File: src/rtl/pc_ras_pkg.sv
// pc_ras_pkg: shared widths, vectors and action decode for the PC / return-address-stack block
package pc_ras_pkg;
  localparam int RW_DEF = 16;
  localparam int RAS_DEPTH_DEF = 8;
  localparam int RST_VEC_DEF = 0;
  localparam int IRQ_VEC_DEF = 1;
  typedef enum logic [2:0] {
    ACT_NONE,
    ACT_IRQ,
    ACT_IRET,
    ACT_RET,
    ACT_CALL,
    ACT_IE,
    ACT_REL,
    ACT_INC
  } act_e;
  function automatic act_e pick_act(input logic stall, input logic irq_act, input logic irq,
                                    input logic iret, input logic ret, input logic call,
                                    input logic ie, input logic rel, input logic inc);
    return stall ? ACT_NONE :
           (irq && !irq_act) ? ACT_IRQ :
           iret ? (irq_act ? ACT_IRET : ACT_NONE) :
           ret ? ACT_RET :
           call ? ACT_CALL :
           ie ? ACT_IE :
           rel ? ACT_REL :
           inc ? ACT_INC : ACT_NONE;
  endfunction
endpackage

File: src/rtl/pc_ras_stack.sv
// pc_ras_stack: circular flop-based LIFO with saturating occupancy, oldest entry overwritten when full
module pc_ras_stack
  import pc_ras_pkg::*;
#(
  parameter int W = RW_DEF,
  parameter int DEPTH = RAS_DEPTH_DEF
) (
  input  logic         i_clk,
  input  logic         i_rst_n,
  input  logic         push,
  input  logic         pop,
  input  logic [W-1:0] din,
  output logic [W-1:0] top,
  output logic         empty,
  output logic         full
);
  localparam int AW = $clog2(DEPTH);
  logic [W-1:0] mem [DEPTH];
  logic [AW-1:0] ptr;
  logic [AW:0] count;
  logic [AW-1:0] top_idx;
  assign top_idx = ptr - AW'(1);
  assign top = mem[top_idx];
  assign empty = count == '0;
  assign full = count == (AW+1)'(DEPTH);
  always_ff @(posedge i_clk)
    if (push) mem[ptr] <= din;
  always_ff @(posedge i_clk) begin
    if (!i_rst_n) begin
      ptr <= '0;
      count <= '0;
    end else if (push) begin
      ptr <= ptr + AW'(1);
      count <= full ? count : count + (AW+1)'(1);
    end else if (pop && !empty) begin
      ptr <= top_idx;
      count <= count - (AW+1)'(1);
    end
  end
endmodule

File: src/rtl/pc_ras.sv
// pc_ras: program counter with call/return stack, single-level interrupt entry/return and sticky stack errors
module pc_ras
  import pc_ras_pkg::*;
#(
  parameter int RW = RW_DEF,
  parameter int RAS_DEPTH = RAS_DEPTH_DEF,
  parameter int RST_VEC = RST_VEC_DEF,
  parameter int IRQ_VEC = IRQ_VEC_DEF
) (
  input  logic          i_clk,
  input  logic          i_rst_n,
  input  logic [RW-1:0] i_bus,
  input  logic          i_c_pc_inc,
  input  logic          i_c_pc_ie,
  input  logic          i_c_pc_rel,
  input  logic          i_c_pc_call,
  input  logic          i_c_pc_ret,
  input  logic          i_c_pc_irq,
  input  logic          i_c_pc_iret,
  input  logic          i_stall,
  output logic [RW-1:0] o_pc,
  output logic [RW-1:0] o_epc,
  output logic          o_irq_act,
  output logic          o_ras_empty,
  output logic          o_ras_full,
  output logic          o_ras_ovf,
  output logic          o_ras_unf
);
  act_e act;
  logic [RW-1:0] pc_inc, pc_nxt, ras_top;
  logic push, pop;
  assign act = pick_act(i_stall, o_irq_act, i_c_pc_irq, i_c_pc_iret, i_c_pc_ret,
                        i_c_pc_call, i_c_pc_ie, i_c_pc_rel, i_c_pc_inc);
  assign pc_inc = o_pc + RW'(1);
  assign push = i_rst_n && act == ACT_CALL;
  assign pop = i_rst_n && act == ACT_RET;
  always_comb
    pc_nxt = act == ACT_IRQ ? RW'(IRQ_VEC) :
             act == ACT_IRET ? o_epc :
             act == ACT_RET ? (o_ras_empty ? pc_inc : ras_top) :
             (act == ACT_CALL || act == ACT_IE) ? i_bus :
             act == ACT_REL ? o_pc + i_bus :
             act == ACT_INC ? pc_inc : o_pc;
  always_ff @(posedge i_clk) begin
    if (!i_rst_n) begin
      o_pc <= RW'(RST_VEC);
      o_epc <= '0;
      o_irq_act <= 1'b0;
      o_ras_ovf <= 1'b0;
      o_ras_unf <= 1'b0;
    end else begin
      o_pc <= pc_nxt;
      if (act == ACT_IRQ) o_epc <= o_pc;
      o_irq_act <= act == ACT_IRQ ? 1'b1 : act == ACT_IRET ? 1'b0 : o_irq_act;
      o_ras_ovf <= o_ras_ovf | (push & o_ras_full);
      o_ras_unf <= o_ras_unf | (pop & o_ras_empty);
    end
  end
  pc_ras_stack #(.W(RW), .DEPTH(RAS_DEPTH)) u_stack (
    .i_clk  (i_clk),
    .i_rst_n(i_rst_n),
    .push   (push),
    .pop    (pop),
    .din    (pc_inc),
    .top    (ras_top),
    .empty  (o_ras_empty),
    .full   (o_ras_full)
  );
endmodule

File: config.mk
export PLATFORM = sky130hd
export DESIGN_NAME = pc_ras
export DESIGN_NICKNAME = d
export VERILOG_FILES = /design/src/rtl/pc_ras_pkg.sv /design/src/rtl/pc_ras_stack.sv /design/src/rtl/pc_ras.sv
export SDC_FILE = /design/constraint.sdc
export NUM_CORES = 1
export LEC_CHECK = 0
export ABC_CLOCK_PERIOD_IN_PS = 10100
export BUFFER_PORTS_ARGS = -buffer_cell sky130_fd_sc_hd__buf_2
export CAP_MARGIN = 40
export CORE_UTILIZATION = 40
export CTS_CLUSTER_DIAMETER = 80
export DETAILED_ROUTE_END_ITERATION = 8
export PLACE_DENSITY = 0.67
export SLEW_MARGIN = 25
export SYNTH_ARGS = -nofsm -noshare
export SYNTH_HDL_FRONTEND = slang
export SYNTH_HIERARCHICAL = 1
export SYNTH_SLANG_ARGS = --single-unit
File: constraint.sdc
create_clock -name i_clk -period 10.1 [get_ports i_clk]
set_input_delay 1.01 -clock i_clk [delete_from_list [all_inputs] [get_ports i_clk]]
set_output_delay 1.01 -clock i_clk [all_outputs]
set_load 0.01 [all_outputs]
==> metrics.cfg <==
[yosys]
synth_nets=743
postSynthAreaPerCell_um2=12.5
synth_ff_type=edfxtp_1
synth_area_leader_cell=edfxtp_1
synth-edff-count=128
syn_inst=695
synth_seq_cells=170
async_flop_share=0
synth_top_area_frac=0.443
ys_seq_area_frac=0.540
synthesis.area_um2=8680
ys_warn_count=6
synth.distinct_cells=81
synth_area_leaders=edfxtp_1, dfxtp_1, mux4_2

[global_route]
grt_usage=0.208
antenna_found_initial=0
grtUsageMet2=0.314
grtUsageMet1=0.292
gr-total-overflow=0
grt_first_pass_wirelength_um=34300
use_met3=0.0498
grt_max_degree=39
grt_pass1_vias=5907
gr-max-usage-layer=met2

[worst_setup_path]
start_kind=primary input
critPathMaxFanout=18
crit_type=primary input to register
endpoint_kind=register
cp.required_ns=10.43
arrival_ns=3.50
r2r_slack_ns=7.16

[finish]
mostFrequentLayoutCell=edfxtp_1
finalInstanceArea_um2=9870
syn_to_final_growth_pct=13.8
antenna_cells=0
drive_gt1_frac=0.240
nets=813
most-common-layout-cells=edfxtp_1, nand2_1, buf_2, nor2_1

[clock_tree]
insertion_delay_ns=0.43
cts-htree-levels=4
cts-root-buf=clkbuf_16
postCtsHoldBufs=0
post_cts_buffers=0
cts_resized=0
clkTransAtPathRegs_ns=0.07
cts_num_sinks=170
cts_tree=built
cts_buffer_depth=2
cts_buffers=17

[floorplanning]
io_pins=63
dieArea_um2=22300
die_h_um=149
coreArea_um2=21200
initial_core_util=0.410
dieWidth_um=149
rows=53

[placed_design]
place_area_um2=9240
dp_hpwl_um=15400
pre_cts_slack_ns=6.54
gp_congestion=0.918
portBuffers=62

[routing]
routed_via_density=5.89
first_pass_iters=7
drt-total-wl_um=22400
ant_nets=0
drt_iter0_drc=692
wire_per_inst_um=21.3
drcViolationCount=0
vias=6204

[flow_run]
maxCapViolCount=0

[timing]
period_share=0.314
setup_violations=0
setup_tns_ns=0
rsz0062_at_grt=no
setup_ws_ns=6.93
final.setup_skew_ns=0.0158
report.final.slew_viol_count=0
tightest_slew_ns=0.803
holdWs_ns=0.483
relSlewSlack=0.464
clock.fmax_mhz=315
fin_crit_ns=3.17
hold_violations=0

[pwr]
total_power_mw=1.54
power_density_nw_per_um2=156
peakVddDrop_mv=0.121
leakage_nw=3.65

[outcome]
outcome=complete, no violations

[hold_path]
holdCritPathClass=register to register

per-layer routing:
metal	wire length, um	up-vias
met4	513	0
met1	9860	3050
met3	1690	49
li1	-	2837
met2	10300	268
met5	0	-
sequential cells by signal, indices dropped and copies added, names as in the netlist:
| signal | flops |
|---|---|
| u_stack/mem | 128 |
| o_epc | 16 |
| o_pc | 16 |
| u_stack/count | 4 |
| u_stack/ptr | 3 |
| o_irq_act | 1 |
| o_ras_ovf | 1 |
| o_ras_unf | 1 |
worst paths after layout:
path,start,end,cells after the start
worst max register to register,o_pc[0]$_SDFFE_PN0P_,o_pc[12]$_SDFFE_PP0P_,9
worst max-delay path,i_c_pc_irq,o_pc[10]$_SDFFE_PP0P_,7
worst min-delay path,o_ras_ovf$_SDFF_PN0_,o_ras_ovf$_SDFF_PN0_,2
worst min register to register,o_ras_ovf$_SDFF_PN0_,o_ras_ovf$_SDFF_PN0_,2
worst max-delay path, cell delays in order:
cell     delay (ns)
buf_2          0.13
nor2b_4        0.13
or4_1          0.66
o21ai_4        0.20
or3_1          0.66
nand2_1        0.36
nor4_1         0.36
Yosys cell counts (all sizes together), types with 16 or more instances:
cell and instances:
o21ai 26, nand3 18, a211oi 21, nor3 16, ha 20, mux2 18, inv 16, mux4 32
buf 16, dfxtp 42, clkbuf 20, nor2 47, edfxtp 128, nand2 80, a21oi 41
metrics by stage:
stage	util	cells
after global placement	0.436	1013
after floorplan	-	695
after detailed placement	0.437	1016
final	0.467	1053
after global routing	0.467	1053
after CTS	0.465	1048
report_power, final:
group          internal [mW]  switching (mW)
Clock                  0.370           0.278
Sequential             0.754          0.0102
Combinational         0.0440          0.0844
cell type report:
class	instances	area [um^2]
clock buffers	18	429
clock inverters	14	160
multi-input cells	473	3700
well taps	275	344
inverters	16	60.1
fillers	1873	11300
repair buffers	87	498
flip-flops and latches	170	4690
logic make-up (layout without fill, tap and decap cells):
family | Yosys count | in the layout | synth area share
AO/OA/AOI/OAI | 154 | 154 | 0.124
XOR/XNOR | 28 | 28 | 0.0291
adder cells (fa/ha/maj) | 22 | 22 | 0.0335
buffers and inverters | 52 | 135 | 0.0375
flip-flops | 170 | 170 | 0.540
multiplexers | 59 | 59 | 0.119
AND/OR/NAND/NOR | 210 | 210 | 0.116
No activity file was read; power rests on OpenSTA's default activity.
